===== config.mk =====
export PLATFORM = sky130hd
export DESIGN_NAME = o_ddr_gearbox
export DESIGN_NICKNAME = d
export VERILOG_FILES = /design/src/rtl/o_ddr_pkg.sv /design/src/rtl/o_ddr_gearbox.sv
export SDC_FILE = /design/constraint.sdc
export NUM_CORES = 1
export LEC_CHECK = 0
export CORE_UTILIZATION = 52
export CTS_CLUSTER_SIZE = 40
export DETAILED_ROUTE_END_ITERATION = 10
export HOLD_SLACK_MARGIN = 0.12
export PLACE_DENSITY = 0.8
export SLEW_MARGIN = 20
export SYNTH_ARGS = -nofsm -noshare
export SYNTH_HDL_FRONTEND = slang
export SYNTH_SLANG_ARGS = --single-unit

===== constraint.sdc =====
create_clock -name C -period 3.5 [get_ports C]
set_input_delay 1.05 -clock C [delete_from_list [all_inputs] [get_ports C]]
set_output_delay 1.05 -clock C [all_outputs]
set_load 0.02 [all_outputs]

===== src/rtl/o_ddr_pkg.sv =====
// Shared constants and sizing helpers for the DDR output gearbox.
package o_ddr_pkg;

    localparam logic [1:0] DDR_IDLE_DEFAULT = 2'b00;

    function automatic int pairs(input int width);
        return width / 2;
    endfunction

    function automatic int cnt_width(input int width);
        return $clog2(width / 2 + 1);
    endfunction

endpackage


===== src/rtl/o_ddr_gearbox.sv =====
// Parallel-to-pair gearbox feeding a DDR output register, LSB pair first.
module o_ddr_gearbox
    import o_ddr_pkg::*;
#(
    parameter int         WIDTH = 8,
    parameter logic [1:0] IDLE  = DDR_IDLE_DEFAULT
) (
    input  logic             C,
    input  logic             R,
    input  logic             E,
    input  logic [WIDTH-1:0] DATA_IN,
    input  logic             DATA_VALID,
    output logic             DATA_READY,
    output logic [1:0]       Q,
    output logic             Q_VALID
);

    localparam int PAIRS = pairs(WIDTH);
    localparam int CW    = cnt_width(WIDTH);

    generate
        if ((WIDTH % 2) != 0 || WIDTH < 4 || WIDTH > 32) begin : g_bad_width
            $error("o_ddr_gearbox: WIDTH must be even and within 4..32");
        end
    endgenerate

    logic [WIDTH-1:0] nr;
    logic             nr_full;
    logic [WIDTH-1:0] sr;
    logic [CW-1:0]    cnt;
    logic             accept;
    logic             load;

    // Ready depends only on registered state so upstream sees no loop.
    assign DATA_READY = R & ~nr_full;
    assign accept     = DATA_VALID & DATA_READY;
    // Reloading while one pair remains keeps the stream gapless.
    assign load       = E & nr_full & (cnt <= CW'(1));

    always_ff @(posedge C or negedge R) begin
        if (!R) begin
            nr      <= '0;
            nr_full <= 1'b0;
            sr      <= '0;
            cnt     <= '0;
            Q       <= 2'b00;
            Q_VALID <= 1'b0;
        end else begin
            if (accept) begin
                nr      <= DATA_IN;
                nr_full <= 1'b1;
            end
            if (E) begin
                if (cnt != '0) begin
                    Q       <= sr[1:0];
                    Q_VALID <= 1'b1;
                    sr      <= sr >> 2;
                    cnt     <= cnt - CW'(1);
                end else begin
                    Q       <= IDLE;
                    Q_VALID <= 1'b0;
                end
            end
            if (load) begin
                sr      <= nr;
                cnt     <= CW'(PAIRS);
                nr_full <= 1'b0;
            end
        end
    end

endmodule


# Yosys cells after proc, flatten, opt, wreduce, memory -nomap -nowiden
# Index checks and enable logic that the tools add are counted.
totals:
  register_bits: 23
  latch_bits: 0
  mem_bits_rw: 0
  mem_bits_ro: 0
  in_bits: 12
  output_inout_bits: 4
  wordCells: 28
  mem_count: 0
op_classes:
  addsub: 1
  multipliers: 0
  div: 0
  n_lt_le_gt_ge: 1
  n_eq_ne: 0
  n_shift: 0
  muxes: 10
  n_bitwise: 5
  n_reduce_logical: 5
op_table:
  columns: ["operator", "count"]
  rows:
  - ["$mux W8", 3]
  - ["$mux W3", 3]
  - ["$reduce_bool A2 Y1", 3]
  - ["$and A1 B1 Y1", 4]
  - ["$le A3 B1 Y1 const B", 1]
  - ["$mux W1", 3]
  - ["$reduce_bool A3 Y1", 1]
  - ["$sub A3 B1 Y3 const B", 1]
  - ["$mux W2", 1]
  - ["$reduce_and A2 Y1", 1]
  - ["$not A1 Y1", 1]

# Depth between registers and ports, before layout
# Gate-level depths: netlist of the first run.
logic_depth:
  ltp_word: 5
  mapped_depth: 7
  mapped_depth_nobuf: 5

# Least setup slack after synthesis of the first run
# No wires, ideal clock.
synth_path:
  path_type: "input-to-output"
  from: "input port R"
  to: "output port DATA_READY"
  arrival_time_ns: 1.436
  t_required_ns: 2.450
  path_slack_ns: 1.014
  stages: 1
  n_path_buf: 0
  path_cell_list: "nor2b_1"
synth_via:
  elab_chain_cells: 1
synth_rtl:
  columns: ["element", "line_no", "source"]
  rows:
  - ["from (decl)", "o_ddr_gearbox.sv:9", "input logic R,"]
  - ["$and A1 B1 Y1", "o_ddr_gearbox.sv:35", "assign DATA_READY = R & ~nr_full;"]
  - ["to (decl)", "o_ddr_gearbox.sv:13", "output logic DATA_READY,"]
# Every way passes these cells.

# Final worst setup path of the first run
# Ends and elaborated chain as after synthesis.

==> results_dict.tcl, run 1 <==
set metrics [dict create \
    yosysUniqueCellTypes 26 \
    cts_setup_buffers 0 \
    grt_pass1_vias 817 \
    vias 801 \
    p_leak_nw 0.547 \
    initialDrtViolationCount 13 \
    worstRegToRegCells 5 \
    ys_ff_latch 23 \
    clk_path_buf_depth 2 \
    rows 16 \
    wirelength_um 2050 \
    power_switching_share_pct 36.6 \
    p_seq_share_pct 47.0 \
    htree_levels 1 \
    grt_max_degree 25 \
    period_share_pct 97.6 \
    whs_path_depth 2 \
    slew_headroom_pct 65.4 \
    drc 0 \
    rsz0062_at_grt "false" \
    syn-instance-count 98 \
    cts_repair_resize_count 0 \
    r2r-start "cnt[1]$_DFFE_PN0P_" \
    worstPathArrival_ns 2.37 \
    initial_core_util_pct 56.0 \
    clkTransAtPathRegs_ns 0.14 \
    n_antenna_cell 0 \
    hp-start "sr[0]$_DFFE_PN0P_" \
    power_w 0.000955 \
    r2r_end "sr[4]$_DFFE_PN0P_" \
    antenna_found_initial 0 \
    boundaryPins 16 \
    start_kind "input port" \
    endpoint_kind "primary output" \
    finalSetupViolations 0 \
    maxCapViolCount 0 \
    design.die.area_um2 2350 \
    gr-total-overflow 0 \
    fmax_ghz 0.293 \
    cts_hold_buffers 0 \
    min_period_ns 3.42 \
    worst_pin_slew_ns 0.517 \
    tritoncts "built" \
    clock_latency_ns 0.32 \
    cts_buffers 3 \
    ant_nets 0 \
    p_int_w 0.000605 \
    syn_area_um2 1120 \
    gp_congestion 0.765 \
    whs_ns 0.507 \
    drive_above_1_share_pct 21.2 \
    max-vdd-ir-drop_mv 0.416 \
    crit_fanout 2 \
    avgSynthCellArea_um2 11.4 \
    p_clk_share_pct 13.2 \
    die_h_um 48.4 \
    grt_pass1_wl_um 3640 \
    first_pass_iters 4 \
    hpwl_um 1440 \
    seq_area_frac_synth_pct 51.3 \
    finalNetCount 129 \
    hold_path_end "Q[0]$_DFFE_PN0P_" \
    die-width_um 48.4 \
    area_delta_synth_final_pct 16.6 \
    wl_per_cell_um 14.6 \
    worstPathRequired_ns 2.45 \
    reg2reg_slack_ns 1.67 \
    hold_class "reg -> reg" \
    status "complete, no violations" \
    synth_nets 113 \
    grt_use_total_pct 20.1 \
    drv_slew 0 \
    skew_ns 0.0106 \
    yosysWarnings 0 \
    critical_path_class "in -> out" \
    power-per-cell-area_nw_per_um2 730 \
    finalSetupTns_ns 0 \
    hold_violations 0 \
    clockRootBuffer "clkbuf_4" \
    power.switching_w 0.000350 \
    core_um2 2000 \
    clkSinkCount 23 \
    via_per_inst 5.72 \
    port_buffers 15 \
    share_comb_of_total_power_pct 39.7 \
]
==> layout by cell type, fill, tap and decap left out, drive strengths merged, types with 3 or more instances in the layout <==
cell type	instances
a31oi	7
dfrtp	23
nor3	6
a21oi	3
o21ai	12
mux2	9
clkdlybuf4s50	15
nand3	9
inv	7
ha	3
clkbuf	3
==> layer usage <==
layer  GRT usage [%]  routed length (um)
met5               0                   0
met4            8.33                  26
met3            4.09                  96
met2            33.1                 995
met1            25.9                 930
==> per-stage QoR <==
step                      instance area, um2  std cells  util (%)  worst slack (ns)
final                                   1310        140      65.3            0.0837
after global routing                    1310        140      65.3            0.0561
after CTS                               1310        140      65.3            0.0883
after detailed placement                1280        136      63.9            0.0938
after global placement                  1280        136      63.9             0.116
after floorplan                         1120         98         -              1.01
==> worst max path at each step <==
stage                       to  startpoint  depth (start not counted)
floorplan           DATA_READY           R                          1
global placement    DATA_READY           R                          3
detailed placement  DATA_READY           R                          3
CTS                 DATA_READY           R                          3
global route        DATA_READY           R                          3
finish              DATA_READY           R                          3
==> cell type report <==
cell class,count,area [um2]
tap,27,33.8
multi-input combinational,62,479
clock buffer,3,22.5
clock inverter,1,5.00
fill,175,694
sequential,23,576
timing repair buffer,17,165
inverter,7,26.3
==> cells by family after synthesis <==
kind of cell             Yosys count  share of synthesized area (%)
AO/OA/AOI/OAI                     26                           17.9
adder cells (fa/ha/maj)            3                           3.35
buffers and inverters             13                           5.92
flip-flops                        23                           51.3
multiplexers                       9                           9.04
AND/OR/NAND/NOR                   24                           12.5
==> registers in the layout, indices dropped and copies added (netlist names) <==
name	flops
Q	2
Q_VALID	1
cnt	3
nr	8
nr_full	1
sr	8
==> cells in the mapped netlist <==
library cell | n | area share, %
nor2_1 | 2 | 0.67
clkbuf_1 | 2 | 0.67
ha_1 | 3 | 3.3
mux2_1 | 1 | 1.0
o221ai_1 | 2 | 1.6
a31oi_2 | 6 | 6.7
o21ai_0 | 9 | 4.0
nand3_1 | 9 | 4.0
nor3_1 | 6 | 2.7
o21ba_1 | 1 | 0.89
o21ai_2 | 2 | 1.6
mux2_2 | 8 | 8.0
inv_1 | 7 | 2.3
and3_1 | 1 | 0.56
nand2_2 | 1 | 0.56
nand3b_4 | 1 | 1.8
a31oi_1 | 1 | 0.56
or2_1 | 1 | 0.56
buf_6 | 2 | 2.0
nand2b_1 | 1 | 0.56
o21ai_1 | 1 | 0.45
buf_2 | 2 | 0.89
dfrtp_1 | 23 | 51
a21oi_1 | 3 | 1.3
nor2b_1 | 2 | 1.1
a311oi_1 | 1 | 0.78
==> worst max-delay path: stages <==
cell	delay [ns]
clkdlybuf4s50_1	0.48
nor2b_1	0.20
clkdlybuf4s50_1	0.63
==> power by group through the flow <==
stage	clock [W]	sequential, W	combinational, W
floorplan	0	0.000455	0.000289
global placement	0	0.000449	0.000360
detailed placement	0	0.000456	0.000382
CTS	0.000126	0.000449	0.000384
global route	0.000140	0.000467	0.000417
finish	0.000126	0.000449	0.000379
No activity file was read; power rests on OpenSTA's default activity.
==> run 2, diff against run 1 <==
--- a/config.mk
+++ b/config.mk
@@ -9,7 +9,7 @@
 export CTS_CLUSTER_SIZE = 40
 export DETAILED_ROUTE_END_ITERATION = 10
 export HOLD_SLACK_MARGIN = 0.12
-export PLACE_DENSITY = 0.8
+export PLACE_DENSITY = 0.77
 export SLEW_MARGIN = 20
 export SYNTH_ARGS = -nofsm -noshare
 export SYNTH_HDL_FRONTEND = slang
==> run 2 against run 1 <==
  * Sequential cell count unchanged
  * Register-to-register slack worse by 0.03 ns
  * Combinational power down 1%
  * Global-route usage down 1.2 points
  * Non-clock buffer count unchanged
  * Maximum frequency down 0.27%
  * Via count up 2.1%
==> results_dict.tcl, run 2 (synthesis gave the netlist of run 1 again) <==
set metrics [dict create \
    drive_above_1_share_pct 20.4 \
    layout_commonest_cell "dfrtp_1" \
    clock_latency_ns 0.31 \
    max-vdd-ir-drop_mv 0.414 \
    gr-total-overflow 0 \
    status "complete, no violations" \
    finalSetupViolations 0 \
    die-width_um 48.4 \
    vias 818 \
    whs_ns 0.506 \
    drv_slew 0 \
    area_delta_synth_final_pct 16.5 \
    start_kind "input port" \
    via_per_inst 5.84 \
    reg_top3 "nr x8, sr x8, cnt x3" \
    slew_headroom_pct 62.3 \
    wl_per_cell_um 14.3 \
    endpoint_kind "primary output" \
    clockRootBuffer "clkbuf_4" \
    cts_hold_buffers 0 \
    whs_path_depth 1 \
    final_cell_mix "23 x dfrtp_1, 15 x clkdlybuf4s50_1, 9 x nand3_1, 9 x o21ai_0, 8 x mux2_2" \
    core_um2 2000 \
    power-per-cell-area_nw_per_um2 723 \
    cts_buffers 3 \
    cts_repair_resize_count 0 \
    maxCapViolCount 0 \
    worstPathArrival_ns 2.38 \
    grt_max_degree 25 \
    skew_ns 0.00196 \
    worst_pin_slew_ns 0.564 \
    boundaryPins 16 \
    clk_path_buf_depth 2 \
    antenna_found_initial 0 \
    min_period_ns 3.43 \
    r2r_end "sr[1]$_DFFE_PN0P_" \
    hold_class "reg -> reg" \
    drc 0 \
    die_h_um 48.4 \
    worstPathRequired_ns 2.45 \
    rows 16 \
    fmax_ghz 0.292 \
    grt_use_total_pct 18.9 \
    grt_pass1_wl_um 3360 \
    hpwl_um 1330 \
    cts_setup_buffers 0 \
    initial_core_util_pct 56.0 \
    tritoncts "built" \
    gp_congestion 0.752 \
    wirelength_um 2010 \
    design.die.area_um2 2350 \
    hp-start "nr[3]$_DFFE_PN0P_" \
    period_share_pct 97.9 \
    port_buffers 15 \
    n_antenna_cell 0 \
    crit_fanout 2 \
    finalSetupTns_ns 0 \
    place_ws_ns 0.0658 \
    r2r-start "cnt[1]$_DFFE_PN0P_" \
    reg2reg_slack_ns 1.64 \
    worstRegToRegCells 5 \
    finalNetCount 129 \
    clkSinkCount 23 \
    hold_violations 0 \
    initialDrtViolationCount 24 \
    htree_levels 1 \
    p_leak_nw 0.545 \
    rsz0062_at_grt "false" \
    worst_slack_ns 0.0743 \
    ant_nets 0 \
    grt_pass1_vias 772 \
    first_pass_iters 4 \
    critical_path_class "in -> out" \
    clkTransAtPathRegs_ns 0.12 \
    hold_path_end "nr[3]$_DFFE_PN0P_" \
]
==> run 2: changes by cell type in the layout (fill, tap and decap cells not counted), sizes merged <==
cell	delta
clkbuf	+1
clkinv	-1
==> run 2: how the worst max path moves through the flow <==
stage,startpoint,endpoint,slack (ns),cells past startpoint
after detailed placement,R,DATA_READY,0.07,3
after global routing,R,DATA_READY,0.05,3
final,R,DATA_READY,0.07,3
after global placement,R,DATA_READY,0.11,3
after CTS,R,DATA_READY,0.06,3
after floorplan,R,DATA_READY,1.01,1
==> run 2: metal layers <==
metal | routed length (um) | track usage, % | up-vias
met4 | 44 | 11.3 | 0
met5 | 0 | 0 | -
li1 | - | - | 380
met3 | 117 | 2.83 | 5
met2 | 945 | 30.3 | 35
met1 | 899 | 24.4 | 398
==> run 2: cell type report <==
class | count | area (um2)
inverters | 7 | 26.3
well taps | 27 | 33.8
multi-input cells | 62 | 479
flip-flops and latches | 23 | 576
clock buffers | 4 | 26.3
repair buffers | 17 | 165
fillers | 157 | 696
==> run 2: critical path: stages <==
cell	delay (ns)
clkdlybuf4s50_1	0.48
nor2b_1	0.21
clkdlybuf4s50_1	0.63
==> run 2: per-stage QoR <==
stage,cell area (um2),power (W),cells,util [%]
after floorplan,1120,0.000744,98,-
after global placement,1280,0.000809,136,63.9
after detailed placement,1280,0.000829,136,63.9
after CTS,1310,0.000950,140,65.3
after global routing,1310,0.00101,140,65.3
final,1310,0.000944,140,65.3
==> run 2: report_power, final <==
group	total, W	switching (W)	internal (W)
logic	0.000374	0.000195	0.000179
registers	0.000449	0.0000669	0.000382
clock network	0.000121	0.0000769	0.0000446
==> run 3, diff against run 2 <==
--- a/config.mk
+++ b/config.mk
@@ -14,3 +14,4 @@
 export SYNTH_ARGS = -nofsm -noshare
 export SYNTH_HDL_FRONTEND = slang
 export SYNTH_SLANG_ARGS = --single-unit
+export TNS_END_PERCENT = 20
==> results of run 3 <==
Same layout as run 2: the final DEF is identical, and so are final timing and power.
